[config.mk]
export PLATFORM = sky130hd
export DESIGN_NAME = dispatch
export DESIGN_NICKNAME = d
export VERILOG_FILES = /design/src/rtl/dispatch.sv
export SDC_FILE = /design/constraint.sdc
export NUM_CORES = 1
export LEC_CHECK = 0
export ABC_AREA = 1
export BUFFER_PORTS_ARGS = -buffer_cell sky130_fd_sc_hd__buf_4
export CORE_ASPECT_RATIO = 0.75
export CORE_MARGIN = 5
export CORE_UTILIZATION = 47
export CTS_CLUSTER_SIZE = 28
export DETAILED_ROUTE_END_ITERATION = 8
export GPL_TIMING_DRIVEN = 0
export PLACE_DENSITY = 0.78
export SYNTH_ARGS = -nofsm -noshare
export SYNTH_HDL_FRONTEND = slang
export SYNTH_SLANG_ARGS = --single-unit
[constraint.sdc]
create_clock -name clk -period 1.65 [get_ports clk]
set_input_delay 0.33 -clock clk [delete_from_list [all_inputs] [get_ports clk]]
set_output_delay 0.33 -clock clk [all_outputs]
set_load 0.01 [all_outputs]
[src/rtl/dispatch.sv]
// dispatch: Qu dispatch stage; allocates a ROB entry, marks the dest busy and hands the uop to the RS
//
// Ports:
//   clk, rst                        clock, synchronous active-high reset
//   in_valid/in_ready               rename handshake
//   in_op, in_dest                  uop opcode and destination tag
//   in_srcN_tag/busy/value          source tags with busy-table and RF reads
//   rob_tail_ptr, rob_full          ROB tail and allocation stall
//   rob_incr_tail_ptr               allocate the ROB entry at rob_tail_ptr
//   busy_set_en, busy_set_addr      mark the destination tag busy
//   retire_en/tag/value             retire broadcast, snooped for operand wakeup
//   rs_full, rs_wr_en               reservation station handshake
//   rs_op, rs_rob_addr, rs_dest     held uop fields
//   rs_srcN_tag/ready/value         held operands merged with the current retire snoop
//
// Build option QU_DISPATCH_RETIRE_BYPASS_EN: when defined, a retire matching a busy source
// in the accept cycle is captured directly; when undefined, accept stalls on any retire.
module dispatch #(
  parameter int PHY_RF_ADDR_WIDTH = 6,
  parameter int ROB_ADDR_WIDTH = 5,
  parameter int DATA_WIDTH = 32,
  parameter int OP_WIDTH = 8
) (
  input  logic clk,
  input  logic rst,
  input  logic in_valid,
  output logic in_ready,
  input  logic [OP_WIDTH-1:0] in_op,
  input  logic [PHY_RF_ADDR_WIDTH-1:0] in_dest,
  input  logic [PHY_RF_ADDR_WIDTH-1:0] in_src1_tag,
  input  logic [PHY_RF_ADDR_WIDTH-1:0] in_src2_tag,
  input  logic in_src1_busy,
  input  logic in_src2_busy,
  input  logic [DATA_WIDTH-1:0] in_src1_value,
  input  logic [DATA_WIDTH-1:0] in_src2_value,
  input  logic [ROB_ADDR_WIDTH-1:0] rob_tail_ptr,
  input  logic rob_full,
  output logic rob_incr_tail_ptr,
  output logic busy_set_en,
  output logic [PHY_RF_ADDR_WIDTH-1:0] busy_set_addr,
  input  logic retire_en,
  input  logic [PHY_RF_ADDR_WIDTH-1:0] retire_tag,
  input  logic [DATA_WIDTH-1:0] retire_value,
  input  logic rs_full,
  output logic rs_wr_en,
  output logic [OP_WIDTH-1:0] rs_op,
  output logic [ROB_ADDR_WIDTH-1:0] rs_rob_addr,
  output logic [PHY_RF_ADDR_WIDTH-1:0] rs_dest,
  output logic [PHY_RF_ADDR_WIDTH-1:0] rs_src1_tag,
  output logic rs_src1_ready,
  output logic [DATA_WIDTH-1:0] rs_src1_value,
  output logic [PHY_RF_ADDR_WIDTH-1:0] rs_src2_tag,
  output logic rs_src2_ready,
  output logic [DATA_WIDTH-1:0] rs_src2_value
);
  localparam logic [0:0] EMPTY = 1'b0;
  localparam logic [0:0] HOLD = 1'b1;
  logic [0:0] state;
  logic stage_valid;
  logic accept;
  logic stall;
  logic [OP_WIDTH-1:0] op_q;
  logic [ROB_ADDR_WIDTH-1:0] rob_q;
  logic [PHY_RF_ADDR_WIDTH-1:0] dest_q;
  logic [1:0][PHY_RF_ADDR_WIDTH-1:0] tag_q;
  logic [1:0] rdy_q;
  logic [1:0][DATA_WIDTH-1:0] val_q;
  logic [1:0][PHY_RF_ADDR_WIDTH-1:0] in_tag;
  logic [1:0] in_busy;
  logic [1:0][DATA_WIDTH-1:0] in_val;
  logic [1:0] snoop;
  logic [1:0] byp;
  logic [1:0] cap_rdy;
  logic [1:0][DATA_WIDTH-1:0] cap_val;
  assign stage_valid = state == HOLD;
`ifdef QU_DISPATCH_RETIRE_BYPASS_EN
  assign stall = 1'b0;
`else
  // without the accept-time bypass, let the busy table absorb the retire before reading it
  assign stall = retire_en;
`endif
  assign in_ready = !rst && !rob_full && (!stage_valid || !rs_full) && !stall;
  assign accept = in_valid && in_ready;
  assign rob_incr_tail_ptr = accept;
  assign busy_set_en = accept && |in_dest;
  assign busy_set_addr = busy_set_en ? in_dest : '0;
  assign rs_wr_en = !rst && stage_valid && !rs_full;
  assign in_tag = {in_src2_tag, in_src1_tag};
  assign in_busy = {in_src2_busy, in_src1_busy};
  assign in_val = {in_src2_value, in_src1_value};
  for (genvar s = 0; s < 2; s++) begin : g_src
    assign snoop[s] = stage_valid && retire_en && !rdy_q[s] && retire_tag == tag_q[s];
`ifdef QU_DISPATCH_RETIRE_BYPASS_EN
    assign byp[s] = retire_en && in_busy[s] && |in_tag[s] && retire_tag == in_tag[s];
`else
    assign byp[s] = 1'b0;
`endif
    // tag 0 is hardwired ready regardless of what the busy table reports
    assign cap_rdy[s] = byp[s] || !in_busy[s] || in_tag[s] == '0;
    assign cap_val[s] = byp[s] ? retire_value : in_val[s];
  end
  assign rs_op = op_q;
  assign rs_rob_addr = rob_q;
  assign rs_dest = dest_q;
  assign rs_src1_tag = tag_q[0];
  assign rs_src2_tag = tag_q[1];
  // merge the live snoop so a retire in the RS write cycle is not lost
  assign rs_src1_ready = rdy_q[0] || snoop[0];
  assign rs_src2_ready = rdy_q[1] || snoop[1];
  assign rs_src1_value = snoop[0] ? retire_value : val_q[0];
  assign rs_src2_value = snoop[1] ? retire_value : val_q[1];
  always_ff @(posedge clk) begin
    if (rst) begin
      state <= EMPTY;
      op_q <= '0;
      rob_q <= '0;
      dest_q <= '0;
      tag_q <= '0;
      rdy_q <= '0;
      val_q <= '0;
    end else begin
      state <= accept ? HOLD : rs_wr_en ? EMPTY : state;
      if (accept) begin
        op_q <= in_op | OP_WIDTH'(1);
        rob_q <= rob_tail_ptr;
        dest_q <= in_dest;
        tag_q <= in_tag;
        rdy_q <= cap_rdy;
        val_q <= cap_val;
      end else begin
        rdy_q <= rdy_q | snoop;
        for (int s = 0; s < 2; s++)
          val_q[s] <= snoop[s] ? retire_value : val_q[s];
      end
    end
  end
endmodule

==> results by group <==
Synthesis
  – Synth area leaders: dfxtp_1 38%, nand2_1 17%, nand3_1 13%
  – Post-synthesis mux area share: 0%
  – Asr flop ratio synth: 0%
  – Yosys reg bits: 98
  – Number of synthesized flops with an enable pin: 0
  – Avg Cell Area, Syn: around 6.1 µm²
  – Post-synthesis net count: 993
  – Register area share after synthesis: a little under two fifths
  – Adder-cell area share of the yosys netlist: 0%
  – Simple-Gate Fraction of Synth Area: between 40% and 50%
  – Largest family of logic cells by synthesized area: simple AND/OR/NAND/NOR gates
  – Unique masters post-synth: 21
  – Xor and xnor area share after synthesis: less than 1%
  – Post-synth top area share: a little under two fifths
  – Ys flop type: dfxtp_1
  – Yosys warning count: 0
  – Compound-cell area share of the yosys netlist: around 7.5%
  – Cell area after synthesis: just over 5000 µm²
  – Leading area contributor after synthesis: dfxtp_1
  – Cells after Synth: approximately 850

Timing
  – Unrepaired setup endpoints after global routing: true
  – Finish-stage setup viols: 160
  – Min Clock Period, post-route: around 2.4 ns
  – Least-Margin Pin Slew: approximately 0.73 ns
  – Final Hold Violating Endpoints: 0
  – Rel. slew slack: 51.1%
  – Final Cycle Share: 145%
  – Fmax: about 0.42 GHz
  – Worst setup margin: -0.740 ns
  – Slew Viols, Final: 0
  – Clock Skews: 0.0120 ns

Power
  – Cell Pwr Density: 594 nW/µm²
  – PnR Total Power: 6.11 mW
  – LEAKAGE: about 5.4 nW
  – Worst vdd ir: 0.821 mV

Routing
  – Starting DRT DRC Count: between 1k and 1.5k
  – Final antenna-violating net count: 0
  – Post-Route WL: 33,800 µm
  – Post-route met1 wirelength: roughly 11,000 µm
  – Drc violations: 0
  – Top Metal Used: met4
  – Post-DR wirelength/cell: roughly 26 µm
  – Initial DRT Pass Iterations: 8
  – Vias after detailed routing: approximately 8.5k
  – Wire length on met2: ~15,000 µm
  – Post-DR vias/cell: 6.47
  – Met3 wire length: 4940 µm

Worst setup path
  – CP Class: flop to primary output
  – Flop2flop setup slack: -0.26 ns
  – WP data arrival: between 2 and 2.5 ns
  – RR Endpoint: val_q[46]
  – Crit Path Max Fanout: 4
  – Reg2reg start: stage_valid
  – CP endpoint kind: primary output
  – Reg2reg path depth: 13
  – Crit start category: flop
  – WP data required: around 1.3 ns

Place
  – I/O Buffers: approximately 250
  – DP HPWL: 14,600 µm
  – Worst slack at placement: -0.434 ns
  – Placer congestion estimate: 0.921

Die
  – Die Y: between 100 and 150 µm
  – IO Count: 248
  – Die W: ~130 µm
  – Site row count: 33
  – Die area: approximately 13,000 µm²
  – Core Footprint: around 11,000 µm²
  – Starting density of the core: approximately 48%

Clocking
  – Worst-path clk slew: 0.07 ns
  – Sink Count: between 90 and 100
  – Worst-skew pair later-pin latency: 0.36 ns
  – Root Driver: clkbuf_16
  – TritonCTS clock tree: built
  – H-tree depth: 3
  – Clock buffer depth: 2
  – Clock buffer count from CTS: 9

Min path
  – Hold Path Sink: rs_rob_addr[3]
  – HP Start: rob_tail_ptr[3]
  – WHS Path Cells: 3
  – Hold Path Class: primary input to flop

Finish
  – Commonest non-fill, non-tap cell in the layout: buf_4
  – Layout area overhead: 98.0%
  – Final net count: around 1.3k
  – Commonest non-fill, non-tap cells in the layout: 220 x buf_4, 149 x nand2_1, 112 x nand3_1
  – Post-route core utilization: around 95%
  – Ant. Diodes: 0
  – Share of cells above drive strength 1: between 50% and 60%

Global route
  – Vias in the first global route: approximately 6.5k
  – Initial antenna violation count: 0
  – Grt ovf: 0
  – GRT Util Overall: 31.5%
  – Largest net degree at the start of global routing: 16
  – First-pass GRT wire length: around 33,000 µm

Status
  – Status: finished with violations
  – Failing checks: setup timing

Run
  – MaxCap Viol Count: 0
routing by layer:
layer	global-route usage, %	vias to the layer above
li1	-	3308
met1	39.4	3878
met2	52.7	1008
met3	8.73	348
met4	10.7	0
met5	0	-
kinds of logic after synthesis:
group / after synthesis
AO/OA/AOI/OAI: 77
flip-flops: 98
AND/OR/NAND/NOR: 523
XOR/XNOR: 5
buffers and inverters: 149
registers in the layout (all words and copies together) (netlist names):
register	count
rs_src1_tag	6
rs_src2_tag	6
rs_rob_addr	5
val_q	64
rs_dest	6
stage_valid	1
rs_op	8
rdy_q	2
layout make-up:
class	count	area, µm²
sequential	98	1980
clock inverter	3	23.8
tap	140	175
timing repair buffer	314	2990
clock buffer	13	260
multi-input combinational	608	3890
inverter	96	373
fill	299	579
buffer	49	586
critical path, cell delays in order (launching register included):
cell     delay (ns)
dfxtp_2        0.37
inv_2          0.06
a21oi_2        0.18
nand2_2        0.08
nor2_4         0.19
buf_6          0.17
nand2_4        0.10
buf_4          0.15
nand2_1        0.14
nand2_1        0.10
buf_4          0.16
worst max path at each step:
stage,start,endpoint,cells after the start
floorplan,rst,busy_set_addr[3],10
global placement,retire_tag[3],rs_src2_value[21],10
CTS,rs_src1_tag[4],rs_src1_value[21],7
finish,rs_src2_tag[4],rs_src2_value[1],10
global route,rs_src2_tag[4],rs_src2_value[1],11
detailed placement,retire_tag[3],rs_src2_value[21],10
power breakdown:
| part | switching (mW) | internal, mW |
|---|---|---|
| registers | 0.0623 | 2.44 |
| logic | 0.797 | 0.691 |
| clock network | 1.01 | 1.11 |
| total | 1.87 | 4.24 |
timing repair:
item / in CTS / in global routing
buffers inserted: 34 / 18
hold endpoints to repair: 0 / 0
hold buffers: 0 / 0
pin swaps: 41 / 100
gates resized for setup: 303 / 285
gates cloned: 11 / 13
setup endpoints to repair: 115 / 169
synth_stat cells, types with 6 or more instances:
| library cell | n |
|---|---|
| o21ai_0 | 42 |
| a21oi_1 | 33 |
| nand2_1 | 235 |
| nor2_1 | 146 |
| inv_1 | 92 |
| buf_4 | 6 |
| nand3_1 | 135 |
| buf_2 | 27 |
| clkbuf_1 | 16 |
| dfxtp_1 | 98 |
stage by stage:
step           setup TNS [ns]  hold slack (ns)  cells  cell area, µm²
2_1_floorplan        -0.00614            0.473    852            5200
5_1_grt                -58.49            0.233   1321           10300
3_5_place_dp           -27.94            0.457   1237            7210
6_report               -52.79            0.227   1321           10300
4_1_cts                -30.31            0.225   1297            8830
3_3_place_gp           -26.09            0.449   1237            7210
Power figures use the tool's default switching activity.
